[config.mk]
export PLATFORM = sky130hd
export DESIGN_NAME = contador_regressivo
export DESIGN_NICKNAME = d
export VERILOG_FILES = /design/src/rtl/timer_pkg.sv /design/src/rtl/digito_regressivo.sv /design/src/rtl/contador_regressivo.sv
export SDC_FILE = /design/constraint.sdc
export NUM_CORES = 1
export LEC_CHECK = 0
export BUFFER_PORTS_ARGS = -buffer_cell sky130_fd_sc_hd__clkbuf_2
export CORE_MARGIN = 4
export CORE_UTILIZATION = 25
export CTS_CLUSTER_DIAMETER = 30
export DETAILED_ROUTE_END_ITERATION = 10
export PLACE_DENSITY = 0.46
export SLEW_MARGIN = 25
export SYNTH_ARGS = -nofsm -noshare
export SYNTH_HDL_FRONTEND = slang
export SYNTH_HIERARCHICAL = 1
export SYNTH_SLANG_ARGS = --single-unit
[constraint.sdc]
create_clock -name clock -period 3.85 [get_ports clock]
set_input_delay 0.77 -clock clock [delete_from_list [all_inputs] [get_ports clock]]
set_output_delay 0.77 -clock clock [all_outputs]
set_load 0.1 [all_outputs]
[src/rtl/timer_pkg.sv]
// Shared definitions for the BCD countdown timer (contador_regressivo).
// Provides the FSM state encoding, BCD limits, digit count, the default
// prescaler division and a per-nibble clamp helper for preset values.
package timer_pkg;

  typedef enum logic [1:0] {
    OCIOSO   = 2'd0,
    CONTANDO = 2'd1,
    PAUSADO  = 2'd2,
    FIM      = 2'd3
  } estado_t;

  localparam logic [3:0] BCD_MAX         = 4'd9;
  localparam int         NUM_DIGITOS     = 4;
  localparam int         TICK_DIV_PADRAO = 500000;

  // Forces every nibble of a 4-digit preset into the 0..9 range.
  function automatic logic [15:0] clamp_bcd(input logic [15:0] valor);
    logic [15:0] res;
    res = valor;
    for (int i = 0; i < NUM_DIGITOS; i++) begin
      if (valor[4*i +: 4] > BCD_MAX) res[4*i +: 4] = BCD_MAX;
    end
    return res;
  endfunction

endpackage

[src/rtl/digito_regressivo.sv]
// One BCD digit of the countdown borrow chain.
// Ports:
//   clock, reset      rising-edge clock, synchronous active-low reset
//   enable            decrement strobe shared by the whole chain
//   borrow_in         this digit must decrement (chain input)
//   load, valor_carga parallel load of an already-clamped BCD value
//   digito            current digit value
//   borrow_out        borrow_in and this digit is 0 (it wraps to 9)
module digito_regressivo
  import timer_pkg::*;
(
  input  logic       clock,
  input  logic       reset,
  input  logic       enable,
  input  logic       borrow_in,
  input  logic       load,
  input  logic [3:0] valor_carga,
  output logic [3:0] digito,
  output logic       borrow_out
);

  always_ff @(posedge clock) begin
    if (!reset) begin
      digito <= 4'd0;
    end else if (load) begin
      digito <= valor_carga;
    end else if (enable && borrow_in) begin
      digito <= (digito == 4'd0) ? BCD_MAX : digito - 4'd1;
    end
  end

  assign borrow_out = borrow_in & (digito == 4'd0);

endmodule

[src/rtl/contador_regressivo.sv]
// 4-digit BCD countdown timer. Loads a clamped BCD preset, decrements once
// per prescaled tick, pulses fim and latches alarme on reaching 0000.
// Ports:
//   clock, reset               rising-edge clock, synchronous active-low reset
//   carregar, valor_carga      load pulse and BCD preset ([15:12] = MSD)
//   contar, pausar, parar      start/resume, pause, stop (restore preset)
//   digito0..digito3           BCD digits, digito0 least significant
//   rodando                    high while counting
//   fim                        one-cycle pulse on reaching 0000
//   alarme                     level, held until parar/carregar/reset
//
// state    | meaning
// OCIOSO   | idle, digits hold preset or loaded value
// CONTANDO | prescaler running, digits decrement on each tick
// PAUSADO  | prescaler and digits frozen, resumable
// FIM      | reached 0000, alarm raised, waits for parar/carregar
module contador_regressivo
  import timer_pkg::*;
#(
  parameter int TICK_DIV = TICK_DIV_PADRAO,
  parameter int PRE_W    = 19
) (
  input  logic        clock,
  input  logic        reset,
  input  logic        carregar,
  input  logic [15:0] valor_carga,
  input  logic        contar,
  input  logic        pausar,
  input  logic        parar,
  output logic [3:0]  digito0,
  output logic [3:0]  digito1,
  output logic [3:0]  digito2,
  output logic [3:0]  digito3,
  output logic        rodando,
  output logic        fim,
  output logic        alarme
);

  estado_t              state_q, state_d;
  logic [PRE_W-1:0]     pre_q, pre_d;
  logic [15:0]          preset_q, preset_d;
  logic                 alarme_d, fim_d;
  logic                 carga_en, dec_en;
  logic [15:0]          carga_val, digitos, clamped;
  logic [NUM_DIGITOS:0] borrow;
  logic                 tick, todos_zero, vai_zerar;

  // With borrow[0] tied high, the chain's final borrow is set exactly when
  // every digit is 0, so it doubles as the zero detector.
  assign borrow[0]  = 1'b1;
  assign todos_zero = borrow[NUM_DIGITOS];
  assign vai_zerar  = (digitos == 16'h0001);
  assign tick       = (pre_q == PRE_W'(TICK_DIV - 1));
  assign clamped    = clamp_bcd(valor_carga);

  for (genvar i = 0; i < NUM_DIGITOS; i++) begin : g_dig
    digito_regressivo u_dig (
      .clock       (clock),
      .reset       (reset),
      .enable      (dec_en),
      .borrow_in   (borrow[i]),
      .load        (carga_en),
      .valor_carga (carga_val[4*i +: 4]),
      .digito      (digitos[4*i +: 4]),
      .borrow_out  (borrow[i+1])
    );
  end

  always_comb begin
    state_d   = state_q;
    pre_d     = pre_q;
    preset_d  = preset_q;
    alarme_d  = alarme;
    fim_d     = 1'b0;
    carga_en  = 1'b0;
    carga_val = preset_q;
    dec_en    = 1'b0;
    if (parar) begin
      state_d  = OCIOSO;
      carga_en = 1'b1;
      pre_d    = '0;
      alarme_d = 1'b0;
    end else if (carregar && state_q != CONTANDO) begin
      state_d   = OCIOSO;
      preset_d  = clamped;
      carga_en  = 1'b1;
      carga_val = clamped;
      pre_d     = '0;
      alarme_d  = 1'b0;
    end else if (pausar && state_q == CONTANDO) begin
      state_d = PAUSADO;
    end else if (contar && !todos_zero &&
                 (state_q == OCIOSO || state_q == PAUSADO)) begin
      state_d = CONTANDO;
      if (state_q == OCIOSO) pre_d = '0;
    end else if (state_q == CONTANDO) begin
      pre_d = tick ? '0 : pre_q + PRE_W'(1);
      if (tick) begin
        dec_en = 1'b1;
        if (vai_zerar) begin
          state_d  = FIM;
          fim_d    = 1'b1;
          alarme_d = 1'b1;
        end
      end
    end
  end

  always_ff @(posedge clock) begin
    if (!reset) begin
      state_q  <= OCIOSO;
      pre_q    <= '0;
      preset_q <= 16'h0000;
      rodando  <= 1'b0;
      fim      <= 1'b0;
      alarme   <= 1'b0;
    end else begin
      state_q  <= state_d;
      pre_q    <= pre_d;
      preset_q <= preset_d;
      rodando  <= (state_d == CONTANDO);
      fim      <= fim_d;
      alarme   <= alarme_d;
    end
  end

  assign digito0 = digitos[3:0];
  assign digito1 = digitos[7:4];
  assign digito2 = digitos[11:8];
  assign digito3 = digitos[15:12];

endmodule

## Word-level counts from Yosys, hierarchy flattened

Index checks and enable logic that the tools add are counted.

| word-level totals | value |
|---|---|
| bits in registers | 56 |
| bits in latches | 0 |
| RAM bits | 0 |
| bits in read-only memories | 0 |
| input port bits | 22 |
| output and inout bits | 19 |
| word-level logic and storage cells | 95 |
| memories kept | 0 |

| operators by class | value |
|---|---|
| add/subtract/negate cells | 5 |
| multiply operators | 0 |
| div/mod/pow operators | 0 |
| order comparisons | 4 |
| equality and inequality tests | 7 |
| shift-type cells | 0 |
| multiplexer cells | 38 |
| bitwise gates (word level) | 8 |
| reduce and logical (&&, ||, !) cells | 23 |

Operators with widths:

| operator | count |
|---|---|
| $mux W19 | 4 |
| $mux W4 | 16 |
| $mux W16 | 2 |
| $add A19 B1 Y19 const B | 1 |
| $eq A19 B19 Y1 const B | 1 |
| $eq A16 B1 Y1 const B | 1 |
| $gt A4 B4 Y1 const B | 4 |
| $logic_not A4 Y1 | 4 |
| $sub A4 B1 Y4 const B | 4 |
| $mux W2 | 7 |
| $reduce_bool A2 Y1 | 5 |
| $mux W1 | 9 |
| $logic_and A1 B1 Y1 | 7 |
| $reduce_or A7 Y1 | 1 |
| $not A1 Y1 | 5 |
| $reduce_and A5 Y1 | 1 |
| $eq A2 B1 Y1 const B | 2 |
| $and A1 B1 Y1 | 3 |
| $reduce_and A3 Y1 | 1 |
| $reduce_or A3 Y1 | 1 |
| $eq A2 B2 Y1 const B | 1 |
| $logic_not A2 Y1 | 1 |
| $ne A2 B1 Y1 const B | 1 |
| $ne A2 B2 Y1 const B | 1 |
| 2 further kinds | 2 |

## Logic depth before layout (Yosys ltp)

Gate-level depths: netlist of the first run.

| depth | value |
|---|---|
| word-level depth | 14 |
| mapped depth | 11 |
| gate-level depth less buffers | 10 |

## By module

The synthesis of the first run kept the hierarchy.

By module, submodules not included:

| module | instances | cells an instance | area an instance (µm²) |
|---|---|---|---|
| contador_regressivo | 1 | 225 | 2020.7 |
| digito_regressivo | 4 | 24 | 221.5 |

## Worst setup path before layout of the first run

No wires, ideal clock.

| path | value |
|---|---|
| path kind | reg-to-reg |
| start | register pre_q[0] |
| end | register g_dig[2].u_dig.digito[3] |
| arrival time | 3.457 ns |
| required time | 3.775 ns |
| setup slack | 0.318 ns |
| stages on the path, launching flop included | 9 |
| path buffers | 0 |
| clock period less this slack | 3.532 ns |
| path through | dfxtp_1 ha_1 and3_1 nand4_1 nand4b_1 nor4_1 nand3b_4 or4_1 a31oi_1 |

| on the way | value |
|---|---|
| cells in the longest elaborated chain, start to end | 9 |

RTL lines:

| element | RTL line | RTL |
|---|---|---|
| start: declaration | contador_regressivo.sv:40 | `logic [PRE_W-1:0] pre_q, pre_d;` |
| start signal: assignment | contador_regressivo.sv:119 | `pre_q <= pre_d;` |
| $eq A19 B19 Y1 | contador_regressivo.sv:53 | `assign tick = (pre_q == PRE_W'(TICK_DIV - 1));` |
| $mux W1 | contador_regressivo.sv:98 | `if (tick) begin` |
| $mux W1 | contador_regressivo.sv:96 | `end else if (state_q == CONTANDO) begin` |
| $mux W1 | contador_regressivo.sv:92 | `end else if (contar && !todos_zero &&` |
| $mux W1 | contador_regressivo.sv:90 | `end else if (pausar && state_q == CONTANDO) begin` |
| $mux W1 | contador_regressivo.sv:83 | `end else if (carregar && state_q != CONTANDO) begin` |
| $mux W1 | contador_regressivo.sv:78 | `if (parar) begin` |
| via dec_en | contador_regressivo.sv:43 | `logic carga_en, dec_en;` |
| $logic_and A1 B1 Y1 | digito_regressivo.sv:27 | `end else if (enable && borrow_in) begin` |
| $reduce_bool A2 Y1 (no source line) | - |  |
| end signal: assignment | digito_regressivo.sv:26 | `digito <= valor_carga;` |
| end signal: assignment | digito_regressivo.sv:28 | `digito <= (digito == 4'd0) ? BCD_MAX : digito - 4'd1;` |
| end: declaration | digito_regressivo.sv:18 | `output logic [3:0] digito,` |

The timed path passes the listed nets, and every way through them passes these cells.
A chain may end at the register's enable or synchronous reset.

## Final worst setup path of the first run

| path | value |
|---|---|
| start | register g_dig[0].u_dig.digito[2] |
| end | register pre_q[16] |

| on the way | value |
|---|---|
| cells in the longest elaborated chain, start to end | 9 |
| elaborated cells between the ends (all ways) | 11 |

RTL lines:

| element | RTL line | RTL |
|---|---|---|
| start: declaration | digito_regressivo.sv:18 |  |
| start signal: assignment | digito_regressivo.sv:26 |  |
| start signal: assignment | digito_regressivo.sv:28 |  |
| $logic_not A4 Y1 * | digito_regressivo.sv:32 | `assign borrow_out = borrow_in & (digito == 4'd0);` |
| via borrow[1] | contador_regressivo.sv:45 | `logic [NUM_DIGITOS:0] borrow;` |
| $and A1 B1 Y1 * | digito_regressivo.sv:32 |  |
| via borrow[2] | contador_regressivo.sv:45 |  |
| $and A1 B1 Y1 * | digito_regressivo.sv:32 |  |
| via borrow[3] | contador_regressivo.sv:45 |  |
| $and A1 B1 Y1 * | digito_regressivo.sv:32 |  |
| via borrow[4] | contador_regressivo.sv:45 |  |
| $logic_not A1 Y1 * | contador_regressivo.sv:92 |  |
| $logic_and A1 B1 Y1 * (2 in series) | contador_regressivo.sv:92 |  |
| $ne A2 B2 Y1 (no source line) / $reduce_bool A2 Y1 (equally long branches) | - |  |
| $reduce_and A3 Y1 (no source line) | - |  |

The timed path passes the listed nets; every way through them passes the cells marked *.

==> results of run 1 <==
## worst reg2reg max path, stage by stage, from the launching register on
cell,delay [ns]
dfxtp_1,0.47
nor4_1,0.09
and2_2,0.23
and2_2,0.21
and2_2,0.21
and2_2,0.20
nor4b_1,0.36
nor2_1,0.16
nor4_1,0.37
xnor2_1,0.16
a21oi_1,0.06
## worst max-delay path by stage
stage	endpoint	slack, ns	depth (start not counted)
4_1_cts	pre_q[12]$_SDFFE_PP0P_	1.18	10
5_1_grt	pre_q[12]$_SDFFE_PP0P_	0.95	10
2_1_floorplan	g_dig[2].u_dig/digito[3]$_SDFFE_PN0P_	0.32	8
3_5_place_dp	pre_q[12]$_SDFFE_PP0P_	1.20	10
6_report	pre_q[16]$_SDFFE_PP0P_	1.21	10
3_3_place_gp	pre_q[16]$_SDFFE_PP0P_	1.26	10
## cells in the mapped netlist (3+ instances only)
library cell,number,share of area
dfxtp_1,56,0.39
a31oi_1,24,0.052
o21ai_0,21,0.036
nand2_1,19,0.025
nand3_1,18,0.031
and2_1,12,0.026
nand4_1,12,0.026
nor4_1,12,0.026
mux2_2,11,0.043
a21oi_1,10,0.017
nor2_1,10,0.013
inv_1,8,0.010
nor2b_1,8,0.017
or4_1,7,0.018
and3_1,6,0.013
nand3b_1,6,0.015
o31ai_1,5,0.013
a211oi_1,4,0.010
a311oi_1,4,0.012
and2_2,4,0.010
and4bb_1,4,0.017
clkbuf_1,4,0.0052
nand3b_4,4,0.028
o2111ai_1,4,0.012
o211a_1,4,0.014
o21a_1,4,0.010
xor2_1,4,0.012
buf_2,3,0.0052
nor3_1,3,0.0052
## power breakdown
part	switching (uW)	internal, uW	total [uW]
clock	218	243	461
combinational	155	65.4	221
sequential	23.1	598	621
## area by class of cell
class                      instances  area, um2  area share
timing repair buffer              45        238      0.0689
inverter                           8       30.0     0.00871
sequential                        56       1120       0.325
clock buffer                       5        125      0.0363
multi-input combinational        252       1740       0.503
clock inverter                     3       21.3     0.00617
tap                              143        179      0.0519
## per-stage QoR
stage | utilization | cells | instance area, um2
floorplan | - | 324 | 2920
global placement | 0.289 | 504 | 3300
detailed placement | 0.289 | 504 | 3300
CTS | 0.302 | 512 | 3450
global route | 0.302 | 512 | 3450
finish | 0.302 | 512 | 3450
## per-layer routing
layer | routed length, um | part of all wire | vias to the layer above
li1 | - | - | 1337
met1 | 3790 | 0.50 | 1257
met2 | 3410 | 0.45 | 45
met3 | 302 | 0.040 | 10
met4 | 120 | 0.016 | 0
met5 | 0 | 0 | -
## flip-flops by register name, summed over array words and instances, names as in the netlist
register / flops
alarme: 1
fim: 1
g_dig.u_dig/digito: 16
pre_q: 19
preset_q: 16
rodando: 1
state_q: 2
## cell families (layout without fill, tap and decap cells)
family,count (synthesis),count (layout),share of synthesized area
and+or+nand+nor,140,140,0.315
AOI/OAI and AO/OA,89,89,0.206
DFF,56,56,0.386
buffers and inverters,16,61,0.0232
muxes,12,12,0.0465
xor gates and xnor gates,6,6,0.0181
adders and majority gates,1,1,0.00430
other,1,4,0.00129
==> out/results.txt, run 1 <==
Status: completed
Hold Slack: 0.489 ns
Commonest non-fill, non-tap cell in the layout: dfxtp_1
Hold Crit Class: reg2reg
DPL Wire Length: 5670 um
Most frequent cells in the layout: 56 x dfxtp_1, 40 x clkbuf_2, 24 x a31oi_1
Met2 GRT Util: 0.182
Clock Path Buffers: 2
Sink Count: 56
Total track usage: 0.119
Fillers: 1,239
Routed vias/inst: 5.17
WS Path Type: reg2reg
Final Cycle Share: 0.687
CP cell instances: nor4_1 > and2_2 > and2_2 > and2_2 > and2_2 > nor4b_1 > nor2_1 > nor4_1 > xnor2_1 > a21oi_1
Post-synthesis sequential area ratio: 0.386
Most Used Layer, Global Route: met2
Vias: 2,649
Unrepaired setup endpoints after global routing: no
Syn_area_per_cell: 9.05 um2
Die area: 0.0134 mm2
Total Power: 1300 uW
Gp weighted congestion: 0.806
Worst Hold Endpoint: pre_q[18]$_SDFFE_PP0P_
Synth cell types: 52
Ant. Diodes: 0
Critical Path Source: g_dig[0].u_dig/digito[2]$_SDFFE_PN0P_
CP max FO: 8
Die height: 116 um
Largest net degree at the start of global routing: 43
Leak: 0.00138 uW
Final wirelength: 7620 um
Hold-fix buffers at CTS: 0
Initial antenna violation count: 0
Reg2reg path depth: 10
Rel. slew slack: 0.347
Global-route wire length before repair: 12,900 um
Req. time, crit path: 4.02 ns
Reg-to-reg setup timing slack: 1.21 ns
Setup ws final: 1.21 ns
RR Endpoint: pre_q[16]$_SDFFE_PP0P_
Syn. warnings: 6
Clk_skew: 0.00693 ns
Area Overhead vs Synth: 18.7%
Post-cts sizing count: 0
Proportion of layout cells with a drive suffix above 1: 0.217
Critical Path Start Type: flip-flop
Maxcap violations: 0
Post-Syn Area: 0.00291 mm2
Max frequency: 378 MHz
PortBufs: 40
Ys async rst share: 0
Minimum clock period: 2.64 ns
Worst-path clk slew: 0.07 ns
Starting Density: 0.255
Post-synth EDFFs: 0
Fin. Hold Viols: 0
Clock latency on the worst-skew pair: 0.30 ns
Final nets: 391
FF+latch count, synth: 56
Total CTS buffers: 5
Average routed wire per standard cell: 14.9 um
GR met1 Demand/Resource: 0.169
Antenna Violating Nets Remaining: 0
First-pass detailed-route iteration total: 4
Final setup viols: 0
Worst hold path startpoint: pre_q[18]$_SDFFE_PP0P_
Depth of the worst hold-timing path: 1
TNS Setup: 0 ns
Primary FF master, synth: dfxtp_1
Root Driver: clkbuf_16
Core area: 0.0114 mm2
Final Slew Violations: 0
Ports: 41
CTS tree: done
Initial DRC count: 156
Power Density: 378 mW/mm2
Largest stage delay, worst path: 0.47 ns
Slowest stage cell, crit path: dfxtp_1
Worst Tran Pin Value: 0.978 ns
Total setup buffers inserted after CTS: 0
Routing usage on met3: 0.0230
FP Rows: 39
Worst EP arrival: 2.81 ns
H-tree depth: 2
Buf+Inv Stages, Crit Path: 0
Peak supply drop: 181 uV
Vias in the first global route: 2,450
Cell family with most CP delay: simple AND/OR/NAND/NOR gates
Cells after Synth: 321
Element type at the critical path end: flip-flop
Worst slack, placed: 1.20 ns
Grt total ovfl: 0
Cell mode on critical path: and2_2
Die Wd: 116 um
R2r startpoint: g_dig[0].u_dig/digito[2]$_SDFFE_PN0P_
Drt drc: 0
Power figures use the tool's default switching activity.
==> run 2, diff against run 1 <==
--- a/config.mk
+++ b/config.mk
@@ -5,12 +5,13 @@
 export SDC_FILE = /design/constraint.sdc
 export NUM_CORES = 1
 export LEC_CHECK = 0
+export ABC_AREA = 1
 export BUFFER_PORTS_ARGS = -buffer_cell sky130_fd_sc_hd__clkbuf_2
 export CORE_MARGIN = 4
 export CORE_UTILIZATION = 25
 export CTS_CLUSTER_DIAMETER = 30
 export DETAILED_ROUTE_END_ITERATION = 10
-export PLACE_DENSITY = 0.46
+export PLACE_DENSITY = 0.47
 export SLEW_MARGIN = 25
 export SYNTH_ARGS = -nofsm -noshare
 export SYNTH_HDL_FRONTEND = slang
==> constraint.sdc (replaced) <==
create_clock -name clock -period 2.2 [get_ports clock]
set_input_delay 0.44 -clock clock [delete_from_list [all_inputs] [get_ports clock]]
set_output_delay 0.44 -clock clock [all_outputs]
set_load 0.1 [all_outputs]
==> run 2 against run 1 <==
Highest routed layer unchanged. Global-route usage hardly changed. Sequential power increased by 77%. First-iteration DRC count increased by 45%. Via count rose by 22%. Clock power increased by 110%. Critical endpoint is now pre_q[17]$_SDFFE_PP0P_. Area after synthesis is 14% higher. Flip-flop and latch count unchanged.
==> out/results.txt, run 2 <==
WS Path Type: reg2reg (unchanged)
Most frequent cells after synthesis: 82 x nand2_1, 73 x nor2_1, 62 x inv_1, 56 x dfxtp_1, 39 x nand3_1 (was 56 x dfxtp_1, 24 x a31oi_1, 21 x o21ai_0, 19 x nand2_1, 18 x nand3_1)
Setup ws final: 0.212 ns (was 1.21 ns)
Fillers: 1,400 (was 1,239)
Area Overhead vs Synth: 23.3% (was 18.7%)
Core area: 0.0128 mm2 (was 0.0114 mm2)
Die height: 123 um (was 116 um)
Area leader, netlist: dfxtp_1 (unchanged)
Minimum clock period: 1.99 ns (was 2.64 ns)
Adder-cell share of the synthesized area: 0.00379 (was 0.00430)
CTS tree: done (unchanged)
Commonest non-fill, non-tap cell in the layout: nand2_1 (was dfxtp_1)
Total CTS buffers: 5 (unchanged)
P_sw: 865 uW (was 397 uW)
Starting Density: 0.259 (was 0.255)
Largest net degree at the start of global routing: 19 (was 43)
H-tree depth: 2 (unchanged)
Cell family with most CP delay: simple AND/OR/NAND/NOR gates (unchanged)
TNS Setup: 0 ns (unchanged)
Slowest stage cell, crit path: dfxtp_4 (was dfxtp_1)
Buf+Inv Stages, Crit Path: 4 (was 0)
Final setup viols: 0 (unchanged)
Max frequency: 503 MHz (was 378 MHz)
Die area: 0.0151 mm2 (was 0.0134 mm2)
Antenna Violating Nets Remaining: 0 (unchanged)
Status: completed (unchanged)
Worst slack, placed: 0.00738 ns (was 1.20 ns)
Vias: 3,238 (was 2,649)
Combinational power share: 0.230 (was 0.169)
Worst EP arrival: 2.22 ns (was 2.81 ns)
Req. time, crit path: 2.43 ns (was 4.02 ns)
Root Driver: clkbuf_16 (unchanged)
Clock power frac: 0.357 (was 0.354)
Worst-path clk slew: 0.08 ns (was 0.07 ns)
CP max FO: 15 (was 8)
Grt total ovfl: 0 (unchanged)
Area share of the largest cell type after synthesis: 0.339 (was 0.386)
Clock latency on the worst-skew pair: 0.30 ns (about the same)
Complex-gate fraction of the synthesized area: 0.158 (was 0.206)
Reg with most FFs: pre_q (unchanged)
Synth Area in XOR/XNOR: 0.0238 (was 0.0181)
Seq pwr share: 0.413 (was 0.477)
DPL Wire Length: 6750 um (was 5670 um)
Post-synth EDFFs: 0 (unchanged)
Proportion of layout cells with a drive suffix above 1: 0.271 (was 0.217)
Ports: 41 (unchanged)
Net Sw Frac: 0.324 (was 0.305)
Total Power: 2670 uW (was 1300 uW)
Top-count cell post-synth: nand2_1 (was dfxtp_1)
Syn. warnings: 6 (unchanged)
CP cell instances: nor2_4 > nand2_2 > nor2_4 > inv_1 > nor2_4 > inv_1 > nor2_2 > inv_1 > nor2_2 > o21ai_2 > nand2_2 > buf_12 > nor2_1 > nand4_1 > nand3_1 > nor2_1 (was nor4_1 > and2_2 > and2_2 > and2_2 > and2_2 > nor4b_1 > nor2_1 > nor4_1 > xnor2_1 > a21oi_1)
Biggest regs: pre_q (19), g_dig.u_dig/digito (16), preset_q (16) (unchanged)
Synth cell types: 34 (was 52)
Largest family of logic cells by synthesized area: simple AND/OR/NAND/NOR gates (unchanged)
Clock Path Buffers: 2 (unchanged)
Maxcap violations: 0 (unchanged)
Largest stage delay, worst path: 0.37 ns (was 0.47 ns)
Total track usage: 0.119 (about the same)
Element type at the critical path end: flip-flop (unchanged)
Rel. slew slack: 0.628 (was 0.347)
Worst Tran Pin Value: 0.553 ns (was 0.978 ns)
Unrepaired setup endpoints after global routing: no (unchanged)
Global-route wire length before repair: 14,600 um (was 12,900 um)
Mux share of post-synthesis cell area: 0 (was 0.0465)
Hold Crit Class: in2reg (was reg2reg)
Post-Syn Area: 0.00331 mm2 (was 0.00291 mm2)
Post-synthesis sequential area ratio: 0.339 (was 0.386)
FP Rows: 41 (was 39)
Post-Synth Simple-Gate Area: 0.374 (was 0.315)
Primary FF master, synth: dfxtp_1 (unchanged)
Final Slew Violations: 0 (unchanged)
Routed vias/inst: 4.46 (was 5.17)
Peak supply drop: 277 uV (was 181 uV)
Drt drc: 0 (unchanged)
Ys async rst share: 0 (unchanged)
Cells after Synth: 494 (was 321)
Die Wd: 123 um (was 116 um)
PortBufs: 40 (unchanged)
Leak: 0.00166 uW (was 0.00138 uW)
Syn_area_per_cell: 6.69 um2 (was 9.05 um2)
Hold-fix buffers at CTS: 0 (unchanged)
First-pass detailed-route iteration total: 4 (unchanged)
Vias in the first global route: 3,154 (was 2,450)
Synth area leaders: dfxtp_1 34%, nand2_1 9.3%, nor2_1 8.3%, inv_1 7.0%, nand3_1 5.9% (was dfxtp_1 39%, a31oi_1 5.2%, mux2_2 4.3%, o21ai_0 3.6%, nand3_1 3.1%)
Final Cycle Share: 0.904 (was 0.687)
FF+latch count, synth: 56 (unchanged)
Clk_skew: 0.00938 ns (was 0.00693 ns)
Largest register FFs: 19 (unchanged)
Initial antenna violation count: 0 (unchanged)
Most frequent cells in the layout: 80 x nand2_1, 68 x nor2_1, 62 x inv_1 (was 56 x dfxtp_1, 40 x clkbuf_2, 24 x a31oi_1)
Fin. Hold Viols: 0 (unchanged)
Initial DRC count: 226 (was 156)
Final wirelength: 8660 um (was 7620 um)
Critical Path Start Type: flip-flop (unchanged)
Power Density: 655 mW/mm2 (was 378 mW/mm2)
Ant. Diodes: 0 (unchanged)
Final nets: 576 (was 391)
Gp weighted congestion: 0.900 (was 0.806)
Internal power: 1800 uW (was 906 uW)
Average routed wire per standard cell: 11.9 um (was 14.9 um)
Sink Count: 56 (unchanged)
-- run 2: routing by layer --
metal | part of all wire | GRT usage | up-vias | routed length [um]
met5 | 0 | 0 | - | 0
met4 | 0.0079 | 0.0228 | 0 | 68
met3 | 0.051 | 0.0284 | 7 | 441
met2 | 0.47 | 0.202 | 73 | 4100
met1 | 0.47 | 0.155 | 1455 | 4050
li1 | - | - | 1703 | -
-- run 2: kinds of logic after synthesis --
| logic type | after synthesis |
|---|---|
| other cells | 1 |
| fa+ha+maj | 1 |
| buf+inv | 82 |
| simple gates | 257 |
| xor+xnor | 9 |
| compound gates | 88 |
| flops | 56 |
-- run 2: path summary, 6_finish.rpt --
path / startpoint / to / slack (ns) / depth (start not counted)
worst max register to register: g_dig[0].u_dig/digito[1]$_SDFFE_PN0P_ / pre_q[17]$_SDFFE_PP0P_ / 0.21 / 16
worst min-delay path: valor_carga[4] / preset_q[4]$_SDFF_PN0_ / 0.42 / 3
worst min register to register: preset_q[14]$_SDFF_PN0_ / preset_q[14]$_SDFF_PN0_ / 0.47 / 2
worst max-delay path: g_dig[0].u_dig/digito[1]$_SDFFE_PN0P_ / pre_q[17]$_SDFFE_PP0P_ / 0.21 / 16
-- run 2: worst register-to-register path: cells and delay by family, from the launching register on --
kind	cells	cell delay, ns
simple gates	11	1.12
flops	1	0.37
buf+inv	4	0.34
compound gates	1	0.09
-- run 2: final cells by class --
type | instances | area [um2] | share of cell area
clock buffer | 6 | 139 | 0.0341
inverter | 77 | 297 | 0.0727
multi-input combinational | 357 | 1910 | 0.468
clock inverter | 2 | 38.8 | 0.00952
tap | 172 | 215 | 0.0528
timing repair buffer | 56 | 333 | 0.0816
sequential | 56 | 1150 | 0.281
-- run 2: what timing repair did --
item,CTS,global route
setup buffers,0,2
pin swaps,0,6
gates resized for setup,1,13
setup endpoints to repair,11,27
cloned,0,0
-- run 2: power by group through the flow --
stage	Clock (uW)	Combinational, uW	Sequential [uW]
global route	1030	671	1110
finish	953	613	1100
floorplan	0	272	1300
CTS	989	593	1100
global placement	0	589	1120
detailed placement	0	590	1120
-- run 2: stage by stage --
stage,cells,util,area (um2),hold WS (ns)
after floorplan,495,-,3340,0.451
after global placement,716,0.300,3830,0.461
after detailed placement,716,0.300,3830,0.465
after CTS,724,0.314,4010,0.417
after global routing,726,0.319,4080,0.434
final,726,0.319,4080,0.424
==> run 3, diff against run 2 <==
--- a/config.mk
+++ b/config.mk
@@ -5,13 +5,13 @@
 export SDC_FILE = /design/constraint.sdc
 export NUM_CORES = 1
 export LEC_CHECK = 0
-export ABC_AREA = 1
+export ABC_AREA = 0
 export BUFFER_PORTS_ARGS = -buffer_cell sky130_fd_sc_hd__clkbuf_2
 export CORE_MARGIN = 4
 export CORE_UTILIZATION = 25
 export CTS_CLUSTER_DIAMETER = 30
 export DETAILED_ROUTE_END_ITERATION = 10
-export PLACE_DENSITY = 0.47
+export PLACE_DENSITY = 0.48
 export SLEW_MARGIN = 25
 export SYNTH_ARGS = -nofsm -noshare
 export SYNTH_HDL_FRONTEND = slang
==> run 3 against run 2 <==
The run now ends with setup timing left. Non-clock buffer count increased by 50. Clock-buffer cell count decreased by 1. Cell count decreased by 21%. Register-to-register slack got worse by 0.35 ns. Sequential power about the same. Hold slack improved by 0.077 ns. Cell area increased by 4.1%. Utilization increased by 5.3 points. Sequential share of layout area decreased by 0.71 points. Worst setup slack got worse by 0.35 ns. Fmax decreased by 15%. Critical path depth decreased by 6. Critical path type unchanged. Critical endpoint is now g_dig[2].u_dig/digito[3]$_SDFFE_PN0P_.
==> out/results.txt, run 3 (synthesis results as in run 1) <==
Ports: 41 (unchanged)
Routed vias/inst: 5.12 (was 4.46)
Die height: 116 um (was 123 um)
Leak: 0.00179 uW (was 0.00166 uW)
Unrepaired setup endpoints after global routing: yes (was no)
Largest stage delay, worst path: 0.41 ns (was 0.37 ns)
CP cell instances: ha_4 > and3_4 > nand4_1 > nand4b_1 > nor4_4 > buf_4 > buf_12 > nand3b_4 > or4_4 > a31oi_1 (was nor2_4 > nand2_2 > nor2_4 > inv_1 > nor2_4 > inv_1 > nor2_2 > inv_1 > nor2_2 > o21ai_2 > nand2_2 > buf_12 > nor2_1 > nand4_1 > nand3_1 > nor2_1)
Worst-path clk slew: 0.07 ns (was 0.08 ns)
Design area: 0.00425 mm2 (was 0.00408 mm2)
Maxcap violations: 0 (unchanged)
Total CTS buffers: 5 (unchanged)
Worst hold path startpoint: valor_carga[12] (was valor_carga[4])
Status: finished, violations left (was completed)
Setup ws final: -0.137 ns (was 0.212 ns)
Starting Density: 0.255 (was 0.259)
Power Density: 583 mW/mm2 (was 655 mW/mm2)
Final setup viols: 7 (was 0)
WS Path Type: reg2reg (unchanged)
Final Cycle Share: 1.06 (was 0.904)
Global-route wire length before repair: 13,800 um (was 14,600 um)
Cell Area, Placed: 0.00374 mm2 (was 0.00383 mm2)
Largest register FFs: 19 (unchanged)
Hold Slack: 0.501 ns (was 0.424 ns)
Commonest non-fill, non-tap cell in the layout: buf_4 (was nand2_1)
Depth of the worst hold-timing path: 3 (unchanged)
Clock Path Buffers: 2 (unchanged)
Worst Hold Endpoint: preset_q[12]$_SDFF_PN0_ (was preset_q[4]$_SDFF_PN0_)
Proportion of layout cells with a drive suffix above 1: 0.436 (was 0.271)
Initial DRC count: 128 (was 226)
Reg-to-reg setup timing slack: -0.14 ns (was 0.21 ns)
Final Slew Violations: 0 (unchanged)
Die Wd: 116 um (was 123 um)
Element type at the critical path end: flip-flop (unchanged)
Reg with most FFs: pre_q (unchanged)
Die area: 0.0134 mm2 (was 0.0151 mm2)
Buf+Inv Stages, Crit Path: 2 (was 4)
Req. time, crit path: 2.41 ns (was 2.43 ns)
Clk_skew: 0.00622 ns (was 0.00938 ns)
R2r startpoint: pre_q[0]$_SDFFE_PP0P_ (was g_dig[0].u_dig/digito[1]$_SDFFE_PN0P_)
CP max FO: 5 (was 15)
TNS Setup: -0.462 ns (was 0 ns)
Largest net degree at the start of global routing: 43 (was 19)
Minimum clock period: 2.34 ns (was 1.99 ns)
RR Endpoint: g_dig[2].u_dig/digito[3]$_SDFFE_PN0P_ (was pre_q[17]$_SDFFE_PP0P_)
Failing checks: setup timing
Peak supply drop: 376 uV (was 277 uV)
Fin. Hold Viols: 0 (unchanged)
Total track usage: 0.128 (was 0.119)
Final nets: 453 (was 576)
Sink Count: 56 (unchanged)
Final wirelength: 8660 um (about the same)
Drt drc: 0 (unchanged)
First-pass detailed-route iteration total: 4 (unchanged)
Hold Crit Class: in2reg (unchanged)
Max frequency: 428 MHz (was 503 MHz)
Vias: 2,939 (was 3,238)
Biggest regs: pre_q (19), g_dig.u_dig/digito (16), preset_q (16) (unchanged)
Clock latency on the worst-skew pair: 0.29 ns (was 0.30 ns)
Grt total ovfl: 0 (unchanged)
Worst EP arrival: 2.55 ns (was 2.22 ns)
DPL Wire Length: 6280 um (was 6750 um)
Cell family with most CP delay: simple AND/OR/NAND/NOR gates (unchanged)
Average routed wire per standard cell: 15.1 um (was 11.9 um)
Gp weighted congestion: 0.852 (was 0.900)
Area Overhead vs Synth: 46.1% (was 23.3%)
Hold-fix buffers at CTS: 0 (unchanged)
Rel. slew slack: 0.629 (was 0.628)
Root Driver: clkbuf_16 (unchanged)
PortBufs: 40 (unchanged)
Worst slack, placed: -0.113 ns (was 0.00738 ns)
Antenna Violating Nets Remaining: 0 (unchanged)
Critical Path Start Type: flip-flop (unchanged)
H-tree depth: 2 (unchanged)
Slowest stage cell, crit path: or4_4 (was dfxtp_4)
Worst Tran Pin Value: 0.559 ns (was 0.553 ns)
Core area: 0.0114 mm2 (was 0.0128 mm2)
Vias in the first global route: 2,772 (was 3,154)
CTS tree: done (unchanged)
Ant. Diodes: 0 (unchanged)
Most frequent cells in the layout: 57 x buf_4, 40 x clkbuf_2, 38 x dfxtp_1 (was 80 x nand2_1, 68 x nor2_1, 62 x inv_1)
FP Rows: 39 (was 41)
Initial antenna violation count: 0 (unchanged)
Reg2reg path depth: 10 (was 16)
==> run 3: report_power, final <==
part	total [uW]	internal (uW)	switching (uW)	leakage [uW]
registers	1070	1050	28.4	0.000465
logic	497	179	318	0.00124
clock network	903	531	372	0.0000789
==> run 3: per-layer routing <==
metal,track usage,share of wire,vias to the layer above
li1,-,-,1465
met1,0.167,0.45,1391
met2,0.213,0.49,75
met3,0.0292,0.049,8
met4,0.0371,0.012,0
met5,0,0,-
==> run 3: cell type report <==
| cell class | count | area [um2] |
|---|---|---|
| Multi-Input combinational cell | 253 | 1950 |
| Fill cell | 1173 | 7170 |
| Clock inverter | 3 | 37.5 |
| Inverter | 8 | 30.0 |
| Clock buffer | 5 | 125 |
| Sequential cell | 56 | 1160 |
| Timing Repair Buffer | 106 | 761 |
| Tap cell | 143 | 179 |
==> run 3: worst register-to-register path, stage by stage (launching register included) <==
cell	delay [ns]
dfxtp_2	0.35
ha_4	0.13
and3_4	0.18
nand4_1	0.11
nand4b_1	0.29
nor4_4	0.22
buf_4	0.18
buf_12	0.12
nand3b_4	0.07
or4_4	0.41
a31oi_1	0.19
==> run 3: through the flow <==
step | utilization | instances | total power, uW
detailed placement | 0.328 | 547 | 1540
finish | 0.372 | 574 | 2470
global placement | 0.328 | 547 | 1540
floorplan | - | 324 | 1410
CTS | 0.351 | 564 | 2460
global route | 0.372 | 574 | 2580
==> run 3: worst max path at each step <==
stage | start | to | slack [ns] | cells past startpoint
after floorplan | pre_q[0]$_SDFFE_PP0P_ | g_dig[2].u_dig/digito[3]$_SDFFE_PN0P_ | -0.29 | 8
after global placement | g_dig[0].u_dig/digito[3]$_SDFFE_PN0P_ | pre_q[10]$_SDFFE_PP0P_ | -0.11 | 10
after detailed placement | g_dig[0].u_dig/digito[3]$_SDFFE_PN0P_ | pre_q[10]$_SDFFE_PP0P_ | -0.11 | 10
after CTS | pre_q[0]$_SDFFE_PP0P_ | g_dig[2].u_dig/digito[3]$_SDFFE_PN0P_ | -0.09 | 9
after global routing | pre_q[0]$_SDFFE_PP0P_ | g_dig[1].u_dig/digito[3]$_SDFFE_PN0P_ | -0.22 | 10
final | pre_q[0]$_SDFFE_PP0P_ | g_dig[2].u_dig/digito[3]$_SDFFE_PN0P_ | -0.14 | 10
==> run 3: repair_timing <==
item                                    CTS  global route
pin swaps                                 4            29
cloned                                    0             2
endpoints found under the hold margin     0             0
endpoints found under the setup margin   24            31
resized for setup                         8            33
buffers inserted                          9             9
